File: src/rtl/firebird7_in_gate1_tessent_mux_ctrl_pkg.sv
// Shared types and constants for the gate1 IJTAG data mux controller.
// Sequencer states, counter width and default sizing.
package firebird7_in_gate1_tessent_mux_ctrl_pkg;

    localparam int DEF_WIDTH  = 19;
    localparam int DEF_SETTLE = 2;
    localparam int CNT_W      = 4;

    typedef enum logic [1:0] {
        IDLE   = 2'd0,
        ARM    = 2'd1,
        SELECT = 2'd2,
        DRAIN  = 2'd3
    } seq_state_e;

endpackage

File: src/rtl/firebird7_in_gate1_tessent_tdr_shift.sv
// IJTAG test data register: capture/shift/update chain plus shadow.
// MSB of the chain is the enable request, the rest is override data.
module firebird7_in_gate1_tessent_tdr_shift
    import firebird7_in_gate1_tessent_mux_ctrl_pkg::*;
#(
    parameter int WIDTH = DEF_WIDTH
) (
    input  logic             ijtag_tck,
    input  logic             ijtag_reset,
    input  logic             ijtag_sel,
    input  logic             ijtag_ce,
    input  logic             ijtag_se,
    input  logic             ijtag_ue,
    input  logic             ijtag_si,
    input  logic [WIDTH-1:0] capture_data,
    output logic             ijtag_so,
    output logic             shadow_en,
    output logic [WIDTH-1:0] shadow_data,
    output logic             shadow_upd
);

    logic [WIDTH:0] shift_reg;

    // Scan chain: capture beats shift; update does not touch the chain.
    always_ff @(posedge ijtag_tck) begin
        if (!ijtag_reset) begin
            shift_reg <= '0;
        end else if (ijtag_sel) begin
            if (ijtag_ce) begin
                shift_reg <= {shadow_en, capture_data};
            end else if (ijtag_se) begin
                shift_reg <= {ijtag_si, shift_reg[WIDTH:1]};
            end
        end
    end

    // Shadow load on update only when no capture/shift is requested.
    always_ff @(posedge ijtag_tck) begin
        if (!ijtag_reset) begin
            shadow_en   <= 1'b0;
            shadow_data <= '0;
            shadow_upd  <= 1'b0;
        end else begin
            shadow_upd <= 1'b0;
            if (ijtag_sel && !ijtag_ce && !ijtag_se && ijtag_ue) begin
                shadow_en   <= shift_reg[WIDTH];
                shadow_data <= shift_reg[WIDTH-1:0];
                shadow_upd  <= 1'b1;
            end
        end
    end

    assign ijtag_so = shift_reg[0];

endmodule

File: src/rtl/firebird7_in_gate1_tessent_data_mux_ctrl.sv
// IJTAG override controller for the gate1 functional/IJTAG data mux.
// Break-before-make: data settles before select rises, select drains.
module firebird7_in_gate1_tessent_data_mux_ctrl
    import firebird7_in_gate1_tessent_mux_ctrl_pkg::*;
#(
    parameter int WIDTH         = DEF_WIDTH,
    parameter int SETTLE_CYCLES = DEF_SETTLE
) (
    input  logic             ijtag_tck,
    input  logic             ijtag_reset,
    input  logic             ijtag_sel,
    input  logic             ijtag_ce,
    input  logic             ijtag_se,
    input  logic             ijtag_ue,
    input  logic             ijtag_si,
    output logic             ijtag_so,
    input  logic [WIDTH-1:0] functional_data_in,
    output logic [WIDTH-1:0] mux_data_out,
    output logic             mux_select,
    output logic             busy
);

    localparam logic [CNT_W-1:0] LAST = CNT_W'(SETTLE_CYCLES - 1);

    logic             shadow_en;
    logic [WIDTH-1:0] shadow_data;
    logic             shadow_upd;

    seq_state_e       state_q, state_d;
    logic [CNT_W-1:0] count_q, count_d;
    logic [WIDTH-1:0] data_q, data_d;
    logic             sel_q, sel_d;
    logic             busy_q, busy_d;

    firebird7_in_gate1_tessent_tdr_shift #(
        .WIDTH(WIDTH)
    ) u_tdr (
        .ijtag_tck    (ijtag_tck),
        .ijtag_reset  (ijtag_reset),
        .ijtag_sel    (ijtag_sel),
        .ijtag_ce     (ijtag_ce),
        .ijtag_se     (ijtag_se),
        .ijtag_ue     (ijtag_ue),
        .ijtag_si     (ijtag_si),
        .capture_data (functional_data_in),
        .ijtag_so     (ijtag_so),
        .shadow_en    (shadow_en),
        .shadow_data  (shadow_data),
        .shadow_upd   (shadow_upd)
    );

    // Sequencer state, counter and registered mux-facing outputs.
    always_ff @(posedge ijtag_tck) begin
        if (!ijtag_reset) begin
            state_q <= IDLE;
            count_q <= '0;
            data_q  <= '0;
            sel_q   <= 1'b0;
            busy_q  <= 1'b0;
        end else begin
            state_q <= state_d;
            count_q <= count_d;
            data_q  <= data_d;
            sel_q   <= sel_d;
            busy_q  <= busy_d;
        end
    end

    // Next-state: settle in ARM, drain after select drops.
    always_comb begin
        state_d = state_q;
        unique case (state_q)
            IDLE: begin
                if (shadow_en) state_d = ARM;
            end
            ARM: begin
                if (!shadow_en) begin
                    state_d = IDLE;
                end else if (!shadow_upd && count_q == LAST) begin
                    state_d = SELECT;
                end
            end
            SELECT: begin
                if (!shadow_en) state_d = DRAIN;
            end
            DRAIN: begin
                if (count_q == LAST) state_d = IDLE;
            end
        endcase
    end

    // Data/counter updates; select and busy decoded from next state.
    always_comb begin
        count_d = count_q;
        data_d  = data_q;
        unique case (state_q)
            IDLE: begin
                data_d  = shadow_data;
                count_d = '0;
            end
            ARM: begin
                if (shadow_upd && shadow_en) begin
                    data_d  = shadow_data;
                    count_d = '0;
                end else begin
                    count_d = count_q + CNT_W'(1);
                end
            end
            SELECT: begin
                if (shadow_en) data_d = shadow_data;
                count_d = '0;
            end
            DRAIN: begin
                count_d = count_q + CNT_W'(1);
            end
        endcase
        sel_d  = (state_d == SELECT);
        busy_d = (state_d == ARM) || (state_d == DRAIN);
    end

    assign mux_data_out = data_q;
    assign mux_select   = sel_q;
    assign busy         = busy_q;

endmodule
File: config.mk
export PLATFORM = sky130hd
export DESIGN_NAME = firebird7_in_gate1_tessent_data_mux_ctrl
export DESIGN_NICKNAME = d
export VERILOG_FILES = /design/src/rtl/firebird7_in_gate1_tessent_mux_ctrl_pkg.sv /design/src/rtl/firebird7_in_gate1_tessent_tdr_shift.sv /design/src/rtl/firebird7_in_gate1_tessent_data_mux_ctrl.sv
export SDC_FILE = /design/constraint.sdc
export NUM_CORES = 1
export LEC_CHECK = 0
export CORE_MARGIN = 2
export CORE_UTILIZATION = 55
export DETAILED_ROUTE_END_ITERATION = 8
export MAX_ROUTING_LAYER = met4
export PLACE_DENSITY_LB_ADDON = 0.15
export REMOVE_ABC_BUFFERS = 1
export SYNTH_ARGS = -nofsm -noshare
export SYNTH_HDL_FRONTEND = slang
export SYNTH_SLANG_ARGS = --single-unit
File: constraint.sdc
create_clock -name ijtag_tck -period 2.95 [get_ports ijtag_tck]
set_clock_uncertainty 0.1 [all_clocks]
set_input_delay 0.59 -clock ijtag_tck [delete_from_list [all_inputs] [get_ports ijtag_tck]]
set_output_delay 0.59 -clock ijtag_tck [all_outputs]
set_load 0.05 [all_outputs]
==> impl_metrics.csv <==
group,metric,value,unit
grt,grt.overflow.total,0,
cts,cts_tree,"yes",
sta,number_of_max_slew_violations_in_the_final_report,0,
cts,postCtsResizedCells,0,
cts,post-cts-setup-buffer-count,0,
cts,clk_pin_slew,0.07,ns
worst_setup_path,worst_ep_arrival,1.51,ns
worst_setup_path,worstReg2RegEnd,"busy$_SDFF_PN0_",
worst_setup_path,criticalPathCategory,"reg -> out",
cells_and_area,largest_register_ffs,20,
cts,clk_lat_worst_skew,0.34,ns
cells_and_area,num-fill-cells,415,
cts,clkSinkCount,68,
synth,yosys_warnings,0,
die,core_area,5040,um^2
pwr,power_switching,0.436,mW
cells_and_area,diodes_inserted,0,
pwr,total_power,1.94,mW
min_path,min_delay_path_depth,2,
worst_setup_path,reg2reg_from,"count_q[0]$_SDFF_PN0_",
pwr,powerDensity,541,nW/um^2
die,placementRows,26,
grt,gr-usage-all-layers,21.9,%
routing,wire_per_inst,12.6,um
routing,antenna_violating_nets_post_route,0,
sta,tightest_pin_transition,0.502,ns
grt,grt_first_pass_wirelength,8960,um
flow_run,max_cap_viol_count,0,
sta,rsz0062_at_grt,"no",
routing,detailedRoute.firstPassIterationCount,4,
sta,timing_hold_violations_final,0,
worst_setup_path,worstSetupStartpointType,"register",
cts,cts_made_buffers,9,
cells_and_area,nets,375,
cells_and_area,final_layout_size_suffix_gt1_share,8.81,%
synth,asyncSetResetFlopFracSynth,0,%
placement,hpwl,3590,um
grt,maximum_number_of_pins_on_one_net_before_global_route_repair,43,
min_path,worst_hold_startpoint,"u_tdr.shadow_data[0]$_SDFFE_PN0P_",
synth,synth-edff-count,0,
pwr,peakVddDrop,321,uV
cts,htreeDepth,3,
synth,synth_cell_type_count,33,
synth,synth_sequential_area_ratio,48.1,%
sta,slew_headroom,66.6,%
cts,cts_max_path_buffers,2,
worst_setup_path,worstPathCellList,"clkdlybuf4s50_1",
die,starting_utilization_of_the_core_area,56.1,%
synth,synthDominantAreaCellType,"sky130_fd_sc_hd__dfxtp_1",
grt,first_global_vias,1944,
sta,post-route-min-period,2.20,ns
sta,share_of_the_cycle_needed_by_the_critical_path_after_routing,74.7,%
routing,vias_per_cell,5.13,
placement,portBuffers,47,
die,ios,48,
synth,synth_top_area_share,48.1,%
worst_setup_path,combined_buffer_and_inverter_count_along_the_critical_path,1,
cells_and_area,final_cell_mix,"100 x sky130_fd_sc_hd__nand2_1, 68 x sky130_fd_sc_hd__dfxtp_1, 46 x sky130_fd_sc_hd__clkdlybuf4s50_1",
cells_and_area,area_growth,27.0,%
synth,syn-cell-area,2830,um^2
worst_setup_path,worst-path-max-fanout,3,
min_path,hold_critical_path_endpoint,"u_tdr.shadow_data[0]$_SDFFE_PN0P_",
die,die_width,75.7,um
die,fp.dieArea,5730,um^2
worst_setup_path,reg2reg_setup_slack,1.41,ns
status,status,"complete, no violations",
sta,fin_tns_setup,0,ns
die,die_y,75.7,um
pwr,leakagePower,1.49,nW
routing,vias,2165,
sta,report.final.setup_viol,0,
cts,hold_buffers,0,
pwr,share_comb_of_total_power,8.1,%
routing,drcViolationCount,0,
synth,syn_inst,300,
worst_setup_path,cp_top_family,"buffers and inverters",
pwr,seq_power_share,49.5,%
synth,largest_cells_by_area_after_synthesis,"sky130_fd_sc_hd__dfxtp_1 48%, sky130_fd_sc_hd__mux2i_1 14%, sky130_fd_sc_hd__nand2_1 13%",
sta,max_freq,454,MHz
synth,ys_dominant_reg_cell,"sky130_fd_sc_hd__dfxtp_1",
synth,synth_seq_cells,68,
placement,gp_congestion,0.798,
synth,avgSynthCellArea,9.43,um^2
worst_setup_path,cp.required,2.26,ns
pwr,power_frac_clock,42.4,%
min_path,hold_class,"reg -> reg",
worst_setup_path,worst-r2r-cell-count,4,
grt,antenna_found_initial,0,
pwr,power.share.switching,22.4,%
routing,wl,5340,um
cts,root_buffer,"sky130_fd_sc_hd__clkbuf_8",
worst_setup_path,endpoint_type_of_the_worst_setup_path,"output pin",
routing,detail_route.iter0.violations,106,
pwr,pint,1.51,mW
worst_setup_path,max_stage_delay,0.81,ns
cells_and_area,layout.cells.most_common,"sky130_fd_sc_hd__nand2_1",
worst_setup_path,worst_path_max_delay_cell,"sky130_fd_sc_hd__clkdlybuf4s50_1",
==> layout make-up <==
cell class,count,area [um^2],area share [%]
clock buffers,13,179,4.98
clock inverters,3,42.5,1.18
inverters,1,3.75,0.104
multi-input cells,209,1360,37.8
flip-flops and latches,68,1360,37.9
well taps,70,87.6,2.44
repair buffers,58,561,15.6
==> tightest hold or removal path, delay by kind of cell (launching register included) <==
kind | cells | cell delay, ns
AO/OA/AOI/OAI | 1 | 0.05
flip-flops | 1 | 0.31
AND/OR/NAND/NOR | 1 | 0.05
==> synth_stat cells (2+ instances only) <==
cell	instances
sky130_fd_sc_hd__clkbuf_1	16
sky130_fd_sc_hd__buf_2	4
sky130_fd_sc_hd__nor3_1	2
sky130_fd_sc_hd__ha_1	2
sky130_fd_sc_hd__o211a_1	20
sky130_fd_sc_hd__dfxtp_1	68
sky130_fd_sc_hd__nor2_1	5
sky130_fd_sc_hd__a21oi_1	2
sky130_fd_sc_hd__mux2i_1	39
sky130_fd_sc_hd__a21boi_1	20
sky130_fd_sc_hd__nand2_1	100
==> layer usage <==
metal  global-route usage (%)  share of wire (%)  vias to the layer above
met5                        -                  0                        -
met4                     11.1                2.3                        0
met3                     4.37                3.2                       10
met2                     31.3                 46                       34
met1                     29.4                 49                     1014
li1                         -                  -                     1107
==> power by group through the flow <==
stage	logic [mW]	clock network (mW)	registers, mW
floorplan	0.0660	0	0.988
global placement	0.156	0	0.983
detailed placement	0.158	0	0.983
CTS	0.159	0.843	0.962
global route	0.173	0.877	0.966
finish	0.158	0.824	0.963
==> worst max path at each step <==
stage	startpoint	end	depth (start not counted)
global placement	ijtag_se	u_tdr.shadow_en$_SDFFE_PN0P_	5
global route	u_tdr.shift_reg[0]$_SDFFE_PN0P_	ijtag_so	1
floorplan	state_q[1]$_SDFF_PN0_	mux_data_out[0]$_SDFFE_PN0P_	3
detailed placement	ijtag_se	u_tdr.shadow_data[1]$_SDFFE_PN0P_	5
CTS	mux_data_out[13]$_SDFFE_PN0P_	mux_data_out[13]	1
finish	u_tdr.shift_reg[0]$_SDFFE_PN0P_	ijtag_so	1
==> cells by family after synthesis <==
kind of cell | count (synthesis) | synth area share, %
simple gates | 120 | 18.8
xor+xnor | 2 | 0.620
compound gates | 46 | 13.7
flops | 68 | 48.1
buf+inv | 23 | 4.07
mux | 39 | 13.8
fa+ha+maj | 2 | 0.885
==> per-stage QoR <==
| stage | setup slack (ns) | utilization, % | instances | area (um^2) | hold slack [ns] |
|---|---|---|---|---|---|
| global route | 0.695 | 71.2 | 422 | 3590 | 0.373 |
| detailed placement | 0.741 | 66.8 | 406 | 3370 | 0.346 |
| global placement | 0.764 | 66.8 | 406 | 3370 | 0.340 |
| finish | 0.747 | 71.2 | 422 | 3590 | 0.354 |
| CTS | 0.737 | 71.2 | 422 | 3590 | 0.356 |
| floorplan | 0.845 | - | 278 | 2720 | 0.333 |
No activity file was read; power rests on OpenSTA's default activity.
